$ cat src/rtl/panel_switch_conditioner_if.sv
// Switch-side bundle for panel_switch_conditioner: raw pins and repeat enables in,
// debounced levels and one-cycle pulses out. Vectors are MSB-first: element 0 is channel 0.
interface panel_switch_conditioner_if #(
   parameter int N_SW = 8
);
   logic [0:N_SW-1] raw_n;
   logic [0:N_SW-1] repeat_en;
   logic [0:N_SW-1] level;
   logic [0:N_SW-1] press;
   logic [0:N_SW-1] release_pulse;
   logic            trigger;
   logic            busy;

   modport slave (
      input  raw_n,
      input  repeat_en,
      output level,
      output press,
      output release_pulse,
      output trigger,
      output busy
   );

   modport master (
      output raw_n,
      output repeat_en,
      input  level,
      input  press,
      input  release_pulse,
      input  trigger,
      input  busy
   );
endinterface

$ cat src/rtl/panel_switch_conditioner.sv
// Front-panel switch conditioner: synchroniser, per-channel debounce, and a lockout FSM
// that grants one owning switch at a time with optional auto-repeat while it is held.
module panel_switch_conditioner #(
   parameter int N_SW            = 8,
   parameter int SYNC_STAGES     = 2,
   parameter int DEBOUNCE_CYCLES = 1000000,
   parameter int CNT_W           = 20,
   parameter int REPEAT_DELAY    = 50000000,
   parameter int REPEAT_RATE     = 10000000
) (
   input logic                     clk,
   input logic                     reset,
   panel_switch_conditioner_if.slave sw
);

   localparam int OWN_W   = (N_SW > 1) ? $clog2(N_SW) : 1;
   // Repeat counter is sized from the repeat intervals so long hold times fit independently of CNT_W.
   localparam int RPT_MAX = (REPEAT_DELAY > REPEAT_RATE) ? REPEAT_DELAY : REPEAT_RATE;
   localparam int RPT_W   = $clog2(RPT_MAX + 1);
   localparam logic [CNT_W-1:0] DB_LAST   = CNT_W'(DEBOUNCE_CYCLES - 1);
   localparam logic [RPT_W-1:0] DLY_LAST  = RPT_W'(REPEAT_DELAY - 1);
   localparam logic [RPT_W-1:0] RATE_LAST = RPT_W'(REPEAT_RATE - 1);

   typedef enum logic [1:0] {
      IDLE   = 2'd0,
      LOCKED = 2'd1,
      DRAIN  = 2'd2
   } state_t;

   logic [0:N_SW-1]  sync_r [SYNC_STAGES];
   logic [0:N_SW-1]  s_s;
   logic [CNT_W-1:0] cnt_r [N_SW];
   logic [0:N_SW-1]  level_r;
   logic [0:N_SW-1]  rise_s;
   logic [0:N_SW-1]  fall_s;

   state_t           state_r, state_n;
   logic [OWN_W-1:0] owner_r, owner_n, first_s;
   logic [RPT_W-1:0] rpt_r, rpt_n;
   logic             phase_r, phase_n;
   logic             rpt_due_s;
   logic [0:N_SW-1]  press_r, press_n;
   logic [0:N_SW-1]  rel_r, rel_n;
   logic             trigger_r;
   logic             busy_r;

   // Synchroniser chain; idles at 1 (switch released).
   always_ff @(posedge clk) begin
      if (reset) begin
         for (int k = 0; k < SYNC_STAGES; k++) sync_r[k] <= '1;
      end else begin
         sync_r[0] <= sw.raw_n;
         for (int k = 1; k < SYNC_STAGES; k++) sync_r[k] <= sync_r[k-1];
      end
   end

   assign s_s = ~sync_r[SYNC_STAGES-1];

   // Level-change markers: asserted on the cycle the debounced level is about to flip.
   always_comb begin
      rise_s = '0;
      fall_s = '0;
      for (int i = 0; i < N_SW; i++) begin
         if ((s_s[i] != level_r[i]) && (cnt_r[i] == DB_LAST)) begin
            if (s_s[i]) rise_s[i] = 1'b1;
            else        fall_s[i] = 1'b1;
         end else begin
            rise_s[i] = 1'b0;
            fall_s[i] = 1'b0;
         end
      end
   end

   // Per-channel stability counters and debounced levels.
   always_ff @(posedge clk) begin
      if (reset) begin
         for (int i = 0; i < N_SW; i++) cnt_r[i] <= '0;
         level_r <= '0;
      end else begin
         for (int i = 0; i < N_SW; i++) begin
            if (s_s[i] == level_r[i]) begin
               cnt_r[i] <= '0;
            end else if (cnt_r[i] == DB_LAST) begin
               level_r[i] <= s_s[i];
               cnt_r[i]   <= '0;
            end else begin
               cnt_r[i] <= cnt_r[i] + CNT_W'(1);
            end
         end
      end
   end

   // Lockout FSM next-state and pulse decode; the lowest-index rising channel wins.
   always_comb begin
      state_n = state_r;
      owner_n = owner_r;
      rpt_n   = rpt_r;
      phase_n = phase_r;
      press_n = '0;
      rel_n   = '0;
      first_s = '0;
      for (int i = N_SW - 1; i >= 0; i--) begin
         if (rise_s[i]) first_s = OWN_W'(i);
         else           first_s = first_s;
      end
      rpt_due_s = phase_r ? (rpt_r == RATE_LAST) : (rpt_r == DLY_LAST);
      case (state_r)
         IDLE: begin
            if (|rise_s) begin
               owner_n          = first_s;
               press_n[first_s] = 1'b1;
               state_n          = LOCKED;
               rpt_n            = '0;
               phase_n          = 1'b0;
            end else begin
               state_n = IDLE;
            end
         end
         LOCKED: begin
            if (fall_s[owner_r]) begin
               rel_n[owner_r] = 1'b1;
               state_n        = DRAIN;
               rpt_n          = '0;
               phase_n        = 1'b0;
            end else if (sw.repeat_en[owner_r]) begin
               if (rpt_due_s) begin
                  press_n[owner_r] = 1'b1;
                  rpt_n            = '0;
                  phase_n          = 1'b1;
               end else begin
                  rpt_n = rpt_r + RPT_W'(1);
               end
            end else begin
               rpt_n   = '0;
               phase_n = 1'b0;
            end
         end
         DRAIN: begin
            if (level_r == '0) state_n = IDLE;
            else               state_n = DRAIN;
         end
         default: begin
            state_n = IDLE;
            rpt_n   = '0;
            phase_n = 1'b0;
         end
      endcase
   end

   // Lockout FSM state and registered outputs.
   always_ff @(posedge clk) begin
      if (reset) begin
         state_r   <= IDLE;
         owner_r   <= '0;
         rpt_r     <= '0;
         phase_r   <= 1'b0;
         press_r   <= '0;
         rel_r     <= '0;
         trigger_r <= 1'b0;
         busy_r    <= 1'b0;
      end else begin
         state_r   <= state_n;
         owner_r   <= owner_n;
         rpt_r     <= rpt_n;
         phase_r   <= phase_n;
         press_r   <= press_n;
         rel_r     <= rel_n;
         trigger_r <= |press_n;
         busy_r    <= (state_n != IDLE);
      end
   end

   assign sw.level         = level_r;
   assign sw.press         = press_r;
   assign sw.release_pulse = rel_r;
   assign sw.trigger       = trigger_r;
   assign sw.busy          = busy_r;

endmodule

$ cat src/flat_wrapper.sv
// flat-port wrapper written by rule: the top's interface ports become plain ports
module panel_switch_conditioner_flat 
#(
   parameter int N_SW            = 8,
   parameter int SYNC_STAGES     = 2,
   parameter int DEBOUNCE_CYCLES = 1000000,
   parameter int CNT_W           = 20,
   parameter int REPEAT_DELAY    = 50000000,
   parameter int REPEAT_RATE     = 10000000
)
  (clk, reset, sw_raw_n, sw_repeat_en, sw_level, sw_press, sw_release_pulse, sw_trigger, sw_busy);
  panel_switch_conditioner_if #(.N_SW(N_SW)) sw_i ();
  input logic clk;
  input logic reset;
  input wire logic [$bits(sw_i.raw_n)-1:0] sw_raw_n;
  input wire logic [$bits(sw_i.repeat_en)-1:0] sw_repeat_en;
  output wire logic [$bits(sw_i.level)-1:0] sw_level;
  output wire logic [$bits(sw_i.press)-1:0] sw_press;
  output wire logic [$bits(sw_i.release_pulse)-1:0] sw_release_pulse;
  output wire logic [$bits(sw_i.trigger)-1:0] sw_trigger;
  output wire logic [$bits(sw_i.busy)-1:0] sw_busy;
  assign sw_i.raw_n = sw_raw_n;
  assign sw_i.repeat_en = sw_repeat_en;
  assign sw_level = sw_i.level;
  assign sw_press = sw_i.press;
  assign sw_release_pulse = sw_i.release_pulse;
  assign sw_trigger = sw_i.trigger;
  assign sw_busy = sw_i.busy;
  panel_switch_conditioner #(.N_SW(N_SW), .SYNC_STAGES(SYNC_STAGES), .DEBOUNCE_CYCLES(DEBOUNCE_CYCLES), .CNT_W(CNT_W), .REPEAT_DELAY(REPEAT_DELAY), .REPEAT_RATE(REPEAT_RATE)) u_core (.clk(clk), .reset(reset), .sw(sw_i));
endmodule
$ cat config.mk
export PLATFORM = sky130hd
export DESIGN_NAME = panel_switch_conditioner_flat
export DESIGN_NICKNAME = d
export VERILOG_FILES = /design/src/rtl/panel_switch_conditioner_if.sv /design/src/rtl/panel_switch_conditioner.sv /design/src/flat_wrapper.sv
export SDC_FILE = /design/constraint.sdc
export NUM_CORES = 1
export LEC_CHECK = 0
export BUFFER_PORTS_ARGS = -buffer_cell sky130_fd_sc_hd__buf_2
export CAP_MARGIN = 40
export CORE_UTILIZATION = 60
export CTS_CLUSTER_SIZE = 10
export DETAILED_ROUTE_END_ITERATION = 6
export GPL_TIMING_DRIVEN = 0
export PLACE_DENSITY = 0.86
export SKIP_CTS_REPAIR_TIMING = 1
export SLEW_MARGIN = 30
export SYNTH_ARGS = -nofsm -noshare
export SYNTH_HDL_FRONTEND = slang
export SYNTH_SLANG_ARGS = --single-unit
$ cat constraint.sdc
create_clock -name clk -period 6.7 [get_ports clk]
set_input_delay 1.005 -clock clk [delete_from_list [all_inputs] [get_ports clk]]
set_output_delay 1.005 -clock clk [all_outputs]
set_load 0.1 [all_outputs]
Word level (Yosys, flattened, before mapping). Memories as Yosys holds them, arrays and structs flattened. Cells that the tools add are included.

Bits in writable memories: 176. Input port bits: 18. Memories kept: 2. Word-level logic and storage cells: 315. Register bits after elaboration: 58.

Eq/ne operators: 30. Magnitude comparators: 4. Multiplexer cells: 187. Reductions and logical operators: 27. Add/subtract/negate cells: 9. Bitwise gates (word level): 40.

Memory list: u_core.cnt_r (depth 8, width 20, rd ports 8, clocked after Yosys merged registers in 0, write ports 8, RTL line panel_switch_conditioner.sv:32) `logic [CNT_W-1:0] cnt_r [N_SW];`; u_core.sync_r (depth 2, width 8, rd ports 2, clocked after Yosys merged registers in 0, write ports 2, RTL line panel_switch_conditioner.sv:30) `logic [0:N_SW-1] sync_r [SYNC_STAGES];`.

Operator list (count): $mux W20 (24); $add A20 B1 Y20 const B (8); $eq A20 B20 Y1 const B (8); $mux W1 (135); $mux W26 (4); $pmux W26 S3 (1); $mux W8 (6); $add A26 B1 Y26 const B (1); $eq A26 B24 Y1 const B (1); $eq A26 B26 Y1 const B (1); $or A1 B1 Y1 (26); $mux W3 (8); $reduce_and A2 Y1 (10); $pmux W8 S2 (1); $reduce_or A8 Y1 (2); $not A1 Y1 (11); $logic_and A1 B1 Y1 (10); $eq A1 B1 Y1 (8); $ge A4 B4 Y1 const B (2); $logic_not A8 Y1 (1); $lt A4 B1 Y1 const B (2); $ne A1 B1 Y1 (8); $not A3 Y4 (2); $not A8 Y8 (1); 13 further kinds (16).

Depth between registers and ports, before layout. Gate-level depths: netlist (run 1). An unclocked memory read counts as a cell.

Depth after elaboration: 21. Mapped depth: 12.

Worst setup path before layout (run 1). OpenSTA, ideal clock, no wires.

Kind: reg-to-reg. From: memory u_core.cnt_r[0][7]. To: register u_core.rpt_r[18]. Clock period less this slack: 2.875 ns. Library setup time: 0.125 ns. Data required time: 6.575 ns. Cell stages (with the launch flop): 11. Path slack: 3.825 ns. Arrival: 2.749 ns. Cells stage by stage: edfxtp_1 > or4b_1 > or4_1 > or2_1 > clkbuf_1 > a2bb2oi_1 > and4b_1 > buf_2 > a22oi_4 > buf_4 > a21oi_1.

RTL lines: from (decl) (RTL line panel_switch_conditioner.sv:32); to (signal assigned) (RTL line panel_switch_conditioner.sv:164) `rpt_r <= rpt_n;`; to (decl) (RTL line panel_switch_conditioner.sv:39) `logic [RPT_W-1:0] rpt_r, rpt_n;`.

==> results.cfg, run 1 <==
[final_layout]
fillers = 1464
ff_latch_area_mm2 = 0.006286
drive_above_1_share_pct = 8.167
finalNetCount = 1463
multi_input_area_mm2 = 0.006041
areaGrowthSynthToFinish_pct = 16.45
diodes = 0

[clock_tree]
cts.clk_slew.worst_paths_ps = 60
cts_buffers = 28
htree_levels = 1
cts_root_buf = clkbuf_16
cts_tree = built
clock_latency_ps = 530
clockBufferDepth = 3
cts.sinks = 234

[timing]
fmax_ghz = 0.2977
finalClockSkew_ps = 9.172
timing.hold.ws_ps = 401.5
hold_violations = 0
finalSetupViolCount = 0
fin_tns_setup_ps = 0
fin_crit_ps = 3359
drv_slew = 0
fin_crit_sh_pct = 50.14
max_slew_margin_pct = 50.67
rsz0062_at_grt = no
worst_slew_pin_slew_ps = 737.2

[setup_path]
path_cells = ha_1 > and3_1 > clkbuf_1 > nand3_1 > o32a_1 > a41oi_2 > nor2_1 > buf_2 > buf_2 > nand2_1 > a31oi_1
worstSetupStartpointType = flip-flop
crit_family = simple AND/OR/NAND/NOR gates
critPathMaxStageDelay_ps = 610
cp-end-kind = flip-flop
crit_required_ps = 7150
cpMostUsedCell = buf_2
crit_type = reg -> reg
cp.arrival_ps = 3810
slowest_stage = nor2_1
worstPathMaxFanout = 10
crit_buf_inv = 3

[die]
rows = 51
dieArea_mm2 = 0.02051
start_util_pct = 61.29
die_height_um = 143.2
io_pins = 44
die_x_um = 143.2
core_area_mm2 = 0.01953

[power_and_ir_drop]
ir_worst_vdd_uv = 222.5
p_sw_w = 0.0006606
power.leakage_nw = 5.001
intPower_w = 0.002444
p_sw_share_pct = 21.28
seq_power_share_pct = 52.8
p_clk_share_pct = 43.7
power.density_mw_per_mm2 = 222.8
combPwrFrac_pct = 3.4

[drt]
top_layer_used = met4
met2_length_um = 12230
first_pass_iters = 5
dr_wl_met3_um = 1692
vias = 9628
first_iter_violations = 743
via_per_inst = 5.591
ant_nets = 0
drc = 0
routed_wl_um = 25820
met1_length_um = 11100
wire_per_inst_um = 14.99

[yosys]
yosysWarnings = 0
synth_flop_cell = edfxtp_1
synthCells = 1204
synth_edf_count = 160
syn_area_per_cell_um2 = 9.940
synthTopCellsByArea = edfxtp_1 40%, dfxtp_1 12%, xor2_1 7.4%
synth.yosys.seq_area_share_pct = 52.52
synth_top_area_share_pct = 40.15
synth.most_common_cell = nor2_1
synth_area_mm2 = 0.01197
yosys.area.top_type = edfxtp_1
synth.ff_latch_count = 234
synthTopCellsByCount = 224 x nor2_1, 160 x edfxtp_1, 101 x xor2_1
synthArstFlopShare_pct = 0
ys_types = 63

[place]
place_congestion = 0.9339
dp_hpwl_um = 18540
io_buffers = 43

[global_route]
antenna_found_initial = 0
grt_max_degree = 14
grt-ovfl-total = 0
grt_pass1_wl_um = 43240
first_global_vias = 9109
grt_use_total_pct = 26.28

[flow_run]
max_cap_violations = 0

[status]
status = finished clean

[hold_path]
hold_class = reg -> reg
[per-layer routing]
metal / vias up / track usage, %
met5: - / 0
met3: 71 / 3.991
met2: 333 / 44.29
met1: 4552 / 34.69
met4: 0 / 8.735
li1: 4672 / -
[registers in the layout (all words and copies together) (netlist names), 2 cells and up]
signal                   cells
u_core.sw.release_pulse      8
u_core.sw.press              8
u_core.cnt_r               160
u_core.rpt_r                26
u_core.sw.level              8
u_core.state_r               2
u_core.owner_r               3
u_core.sync_r               16
[logic make-up (layout without fill, tap and decap cells)]
logic type      Yosys count  in the layout  synth area share (%)
simple gates            644            644                 27.32
mux                       3              3                0.2509
flops                   234            234                 52.52
xor+xnor                150            150                 10.98
fa+ha+maj                 9              9                0.9409
compound gates          103            103                 5.970
other cells               1            160               0.03133
buf+inv                  60            154                 1.986
[power by group through the flow]
stage	logic, W	clock network, W	registers [W]
after CTS	0.000103	0.00138	0.00164
after floorplan	0.0000808	0	0.00165
after detailed placement	0.000101	0	0.00167
final	0.000106	0.00136	0.00164
after global routing	0.000121	0.00145	0.00165
after global placement	0.0000989	0	0.00166
[cells in the final DEF (no fill, tap or decap), types with 7 or more instances in the layout]
cell,count
nor2_1,224
xnor2_1,49
nor3_1,24
or2_2,27
a31oi_1,10
nor4b_1,8
or3_1,14
o31ai_1,7
buf_2,50
nand3_1,76
or4_1,23
a211oi_1,8
nor4_1,15
ha_1,9
nand2_1,93
dfxtp_1,74
conb_1,160
nand4b_1,10
inv_1,17
nand4_1,41
clkbuf_16,29
edfxtp_1,160
and2_1,14
a21oi_1,26
and3_1,40
clkbuf_1,51
xor2_1,101
o21ai_0,14
and4_1,12
[metrics by stage]
step	cells	power (W)	setup slack (ps)	utilization [%]	cell area, µm²
floorplan	1363	0.001734	3825	-	12560
global placement	1671	0.001763	3414	67.15	13110
detailed placement	1671	0.001770	3397	67.15	13110
CTS	1722	0.003125	3360	71.37	13940
global route	1722	0.003215	3185	71.37	13940
finish	1722	0.003105	3341	71.37	13940
[layout make-up]
type                       instances  area share (%)
clock inverter                     2         0.09876
timing repair buffer              43           1.544
inverter                          18          0.4848
tap                              265           2.379
buffer                            42           1.221
clock buffer                      49           5.818
sequential                       234           45.11
multi-input combinational       1069           43.35
[worst paths after layout]
path	slack, ps	end	from	depth (start not counted)
worst max-delay path	3340	u_core.rpt_r[7]	u_core.cnt_r[1][40]	11
worst min-delay path	400	u_core.sync_r[0][13]	u_core.sync_r[0][5]	1
worst max register to register	3340	u_core.rpt_r[7]	u_core.cnt_r[1][40]	11
worst min register to register	400	u_core.sync_r[0][13]	u_core.sync_r[0][5]	1
(Power assumes the default switching activity.)
==> inputs of run 2 (changes only) <==
--- a/config.mk
+++ b/config.mk
@@ -5,13 +5,14 @@
 export SDC_FILE = /design/constraint.sdc
 export NUM_CORES = 1
 export LEC_CHECK = 0
+export ABC_AREA = 1
 export BUFFER_PORTS_ARGS = -buffer_cell sky130_fd_sc_hd__buf_2
 export CAP_MARGIN = 40
 export CORE_UTILIZATION = 60
 export CTS_CLUSTER_SIZE = 10
 export DETAILED_ROUTE_END_ITERATION = 6
 export GPL_TIMING_DRIVEN = 0
-export PLACE_DENSITY = 0.86
+export PLACE_DENSITY = 0.85
 export SKIP_CTS_REPAIR_TIMING = 1
 export SLEW_MARGIN = 30
 export SYNTH_ARGS = -nofsm -noshare
==> constraint.sdc (replaced) <==
create_clock -name clk -period 3.3 [get_ports clk]
set_input_delay 0.495 -clock clk [delete_from_list [all_inputs] [get_ports clk]]
set_output_delay 0.495 -clock clk [all_outputs]
set_load 0.1 [all_outputs]
==> run 2 against run 1 <==
  * Critical path depth grew 4
  * Synthesized area grew 5.2%
  * Global-route usage shrank 0.87 points
  * Sequential power grew 100%
  * Cell count grew 18%
  * Clock power grew 110%
  * Clock skew grew 4.8 ps
==> results.cfg, run 2 <==
[status]
status = finished clean

[global_route]
antenna_found_initial = 0
grt_max_degree = 14
grt-ovfl-total = 0
first_global_vias = 10040
grt_pass1_wl_um = 44950
grt_use_total_pct = 25.41

[timing]
max_slew_margin_pct = 57.22
rsz0062_at_grt = no
finalSetupViolCount = 0
timing.hold.ws_ps = 132.6
fin_crit_sh_pct = 78.72
fmax_ghz = 0.3850
hold_violations = 0
fin_crit_ps = 2598
fin_tns_setup_ps = 0
worst_slew_pin_slew_ps = 636.7
drv_slew = 0
finalClockSkew_ps = 14.00

[setup_path]
slowest_stage = nor3_1
cp-end-kind = flip-flop
cp.arrival_ps = 3030
worstSetupStartpointType = flip-flop
crit_type = reg -> reg
crit_required_ps = 3730
crit_family = simple AND/OR/NAND/NOR gates
cpMostUsedCell = nor2_8
critPathMaxStageDelay_ps = 470
worstPathMaxFanout = 10
crit_buf_inv = 2
path_cells = ha_1 > nand3_1 > nor3_1 > nand3_1 > o21ai_2 > nor2_2 > nand2_2 > nor2_8 > nand2_4 > nor2_8 > nor2_8 > inv_6 > nand2_8 > buf_12 > nor2_2

[hold_path]
hold_class = in -> reg

[yosys]
synthTopCellsByCount = 249 x nand2_1, 231 x nor2_1, 175 x inv_1
synthArstFlopShare_pct = 0
synth.ff_latch_count = 234
ys_types = 59
yosysWarnings = 0
synth.most_common_cell = nand2_1
synth_area_mm2 = 0.01259
synthCells = 1501
syn_area_per_cell_um2 = 8.389
synth_edf_count = 160
synthTopCellsByArea = edfxtp_1 38%, dfxtp_1 12%, nand2_1 7.4%
synth_flop_cell = edfxtp_1
synth_top_area_share_pct = 38.16
synth.yosys.seq_area_share_pct = 49.92
yosys.area.top_type = edfxtp_1

[die]
die_x_um = 146.9
rows = 52
dieArea_mm2 = 0.02157
die_height_um = 146.9
start_util_pct = 61.64
core_area_mm2 = 0.02043
io_pins = 44

[place]
place_congestion = 0.9460
dp_hpwl_um = 20020
io_buffers = 43

[drt]
ant_nets = 0
via_per_inst = 5.232
vias = 10590
drc = 0
first_iter_violations = 762
first_pass_iters = 5
wire_per_inst_um = 13.29
routed_wl_um = 26900

[power_and_ir_drop]
ir_worst_vdd_uv = 359.2
power.total_w = 0.006355
power.density_mw_per_mm2 = 436.6
power.leakage_nw = 5.912

[final_layout]
drive_above_1_share_pct = 10.66
fillers = 1568
multi_input_area_mm2 = 0.006023
diodes = 0
top_regs = u_core.cnt_r (160), u_core.rpt_r (26), u_core.sync_r (16)
areaGrowthSynthToFinish_pct = 15.60
regMostFlops = u_core.cnt_r
ff_latch_area_mm2 = 0.006286
finalNetCount = 1760
layout_commonest_cell = nand2_1
largest_register_ffs = 160
final_cell_mix = 249 x nand2_1, 231 x nor2_1, 175 x inv_1

[clock_tree]
cts_root_buf = clkbuf_16
clockBufferDepth = 3
clock_latency_ps = 540
htree_levels = 1
cts.sinks = 234
cts_buffers = 28
cts.clk_slew.worst_paths_ps = 60
cts_tree = built

[flow_run]
max_cap_violations = 0
## run 2: cell type report
class                      count  share of cell area, %
timing repair buffer          43                  1.478
multi-input combinational   1207                  41.38
clock inverter                 2                0.09455
inverter                     196                  5.097
sequential                   234                  43.18
tap                          270                  2.321
buffer                        23                 0.9455
clock buffer                  49                  5.501
## run 2: cell families (layout without fill, tap and decap cells)
kind of cell	Yosys count	count (layout)	synth area share, %
xor+xnor	49	49	3.408
buf+inv	219	313	6.985
other cells	1	160	0.02978
simple gates	829	829	31.65
fa+ha+maj	9	9	0.8943
flops	234	234	49.92
compound gates	160	160	7.114
## run 2: worst paths after layout
path,from,to,slack (ps),depth (start not counted)
hold reg to reg,u_core.sync_r[0][4],u_core.sync_r[0][12],410,1
setup / recovery,u_core.cnt_r[0][60],u_core.rpt_r[22],700,15
setup reg to reg,u_core.cnt_r[0][60],u_core.rpt_r[22],700,15
hold / removal,sw_raw_n[1],u_core.sync_r[0][1],130,2
## run 2: layer usage
| metal | GRT usage (%) | wire length (µm) | part of all wire, % |
|---|---|---|---|
| met5 | 0 | 0 | 0 |
| met1 | 31.99 | 11500 | 43 |
| met2 | 43.65 | 12950 | 48 |
| met3 | 4.379 | 1738 | 6.5 |
| met4 | 9.740 | 712 | 2.6 |
## run 2: report_power, final
part           total [W]  switching [W]  internal (W)
combinational   0.000248       0.000169     0.0000784
sequential       0.00331      0.0000840       0.00323
clock            0.00280        0.00117       0.00163
## run 2: metrics by stage
| step | area, µm² | utilization (%) | setup slack (ps) | instances |
|---|---|---|---|---|
| after floorplan | 13190 | - | 860.0 | 1660 |
| final | 14560 | 71.25 | 702.4 | 2024 |
| after CTS | 14560 | 71.25 | 774.4 | 2024 |
| after detailed placement | 13740 | 67.26 | 800.2 | 1973 |
| after global placement | 13740 | 67.26 | 848.1 | 1973 |
| after global routing | 14560 | 71.25 | 513.6 | 2024 |
==> inputs of run 3 (changes only) <==
--- a/config.mk
+++ b/config.mk
@@ -8,7 +8,7 @@
 export ABC_AREA = 1
 export BUFFER_PORTS_ARGS = -buffer_cell sky130_fd_sc_hd__buf_2
 export CAP_MARGIN = 40
-export CORE_UTILIZATION = 60
+export CORE_UTILIZATION = 57
 export CTS_CLUSTER_SIZE = 10
 export DETAILED_ROUTE_END_ITERATION = 6
 export GPL_TIMING_DRIVEN = 0
==> constraint.sdc (replaced) <==
create_clock -name clk -period 2.1 [get_ports clk]
set_input_delay 0.315 -clock clk [delete_from_list [all_inputs] [get_ports clk]]
set_output_delay 0.315 -clock clk [all_outputs]
set_load 0.1 [all_outputs]
==> run 3 against run 2 <==
  * The flow now finishes with violations (negative setup slack)
  * Cell count is 5.1% higher
  * Clock power is 48% higher
  * Via count is 8.5% higher
  * Routed wire length is 19% higher
  * Final area is 12% higher
  * Die area is 5.2% higher
  * Combinational power is 100% higher
  * Clock skew is 1.0 ps lower
  * Sequential power is 58% higher
  * Total power is 55% higher
  * Largest cell class is now multi-input combinational cells
==> results.cfg, run 3 (synthesized netlist as in run 2, its figures left out) <==
[final_layout]
finalNetCount = 1855
largest_register_ffs = 160
drive_above_1_share_pct = 24.78
regMostFlops = u_core.cnt_r
fillers = 1383
top_regs = u_core.cnt_r (160), u_core.rpt_r (26), u_core.sync_r (16)
areaGrowthSynthToFinish_pct = 29.71
diodes = 0
ff_latch_area_mm2 = 0.006296
layout_commonest_cell = nand2_1
instances_no_fill = 2128
final_cell_mix = 225 x nand2_1, 187 x nor2_1, 161 x inv_1
multi_input_area_mm2 = 0.006960

[global_route]
first_global_vias = 9895
grt_pass1_wl_um = 43860
grt-ovfl-total = 0
antenna_found_initial = 0
grt_use_total_pct = 23.96
grt_max_degree = 13

[die]
die_x_um = 150.6
die_height_um = 150.6
start_util_pct = 57.88
dieArea_mm2 = 0.02269
io_pins = 44
rows = 54
core_area_mm2 = 0.02176

[drt]
drc = 0
first_pass_iters = 5
routed_wl_um = 32010
via_per_inst = 5.397
first_iter_violations = 965
wire_per_inst_um = 15.04
ant_nets = 0
vias = 11480

[power_and_ir_drop]
power.density_mw_per_mm2 = 605.0
power.leakage_nw = 6.622
ir_worst_vdd_uv = 717.5

[setup_path]
crit_type = reg -> reg
worstPathMaxFanout = 6
cp.arrival_ps = 2900
reg2reg_slack_ps = -390
r2r-start = u_core.cnt_r[0][28]
cp-end-kind = flip-flop
r2r_end = u_core.rpt_r[15]
ff2ff_path_depth = 17
crit_required_ps = 2510
worstSetupStartpointType = flip-flop

[timing]
finalSetupViolCount = 73
fin_tns_setup_ps = -13170
fin_crit_sh_pct = 118.6
fin_ws_ps = -389.7
finalClockSkew_ps = 12.96
worst_slew_pin_slew_ps = 611.6
rsz0062_at_grt = yes
drv_slew = 0
fin_crit_ps = 2490
fmax_ghz = 0.4016
hold_violations = 0
max_slew_margin_pct = 59.22

[hold_path]
hold_class = in -> reg
hold_path_depth = 2
min_to = u_core.sync_r[0][2]
hp-start = sw_raw_n[2]

[clock_tree]
cts.clk_slew.worst_paths_ps = 60
cts_tree = built
cts.sinks = 234
cts_buffers = 27
clockBufferDepth = 3
cts_root_buf = clkbuf_16
clock_latency_ps = 530
htree_levels = 1

[place]
placed_cells = 1983
place_congestion = 0.9171
dp_hpwl_um = 20060
io_buffers = 43

[status]
violations = negative setup slack
status = complete, but fails checks

[flow_run]
max_cap_violations = 0
## run 3: cell count changes in the layout (fill, tap and decap cells not counted), moves of 20 or more
cell,change
nor2_1,-44
nor2_4,+24
nand3_2,+23
buf_4,+79
nand2_1,-24
nor2_2,+20
nand3_1,-34
## run 3: how the worst max path moves through the flow
stage,start,cells after the start,endpoint
floorplan,u_core.cnt_r[0][40],16,u_core.rpt_r[8]
global placement,u_core.cnt_r[0][60],15,u_core.rpt_r[3]
detailed placement,u_core.cnt_r[0][60],15,u_core.rpt_r[24]
CTS,u_core.cnt_r[0][60],15,u_core.rpt_r[2]
global route,u_core.cnt_r[0][28],17,u_core.rpt_r[15]
finish,u_core.cnt_r[0][28],17,u_core.rpt_r[15]
## run 3: critical path, cell delays in order, from the launching register on
cell and delay [ps]:
edfxtp_1 460, inv_2 130, nand2_1 90, nor2_1 140, nand2_1 100, nor2_4 170
nand4_1 240, nand2_4 150, nor2_4 40, inv_2 60, o21ai_2 60, nand2_2 110
buf_8 150, nand4_1 140, nor2_2 150, nand2_1 80, nand2_1 80, nor2_1 40
## run 3: cell type report
class | instances | share of cell area, %
Multi-Input combinational cell | 1208 | 42.62
Sequential cell | 234 | 38.55
Timing Repair Buffer | 138 | 6.396
Clock buffer | 48 | 4.619
Inverter | 196 | 4.558
Tap cell | 280 | 2.145
Buffer | 23 | 1.088
Clock inverter | 1 | 0.03064
## run 3: metrics by stage
step	util (%)	instance area (µm²)	setup slack (ps)	hold slack, ps	power [W]
after floorplan	-	13210	21.44	389.5	0.005555
final	75.07	16330	-389.7	3.455	0.009881
after detailed placement	63.31	13770	-398.2	392.3	0.005670
after global routing	75.07	16330	-508.9	0.8847	0.01020
after CTS	66.80	14530	-433.3	-43.06	0.009785
after global placement	63.31	13770	-330.4	394.6	0.005647
## run 3: power by group
group / internal, W / switching [W] / total (W) / leakage, nW
logic: 0.000173 / 0.000332 / 0.000505 / 4.01
clock network: 0.00240 / 0.00175 / 0.00415 / 0.361
registers: 0.00507 / 0.000155 / 0.00523 / 2.25
## run 3: per-layer routing
metal  vias up  track usage [%]  part of all wire (%)
li1       5556                -                     -
met1      5327            30.05                    39
met2       489            42.05                    51
met3       112            3.182                   7.0
met4         0            8.800                   3.8
met5         -                0                     0
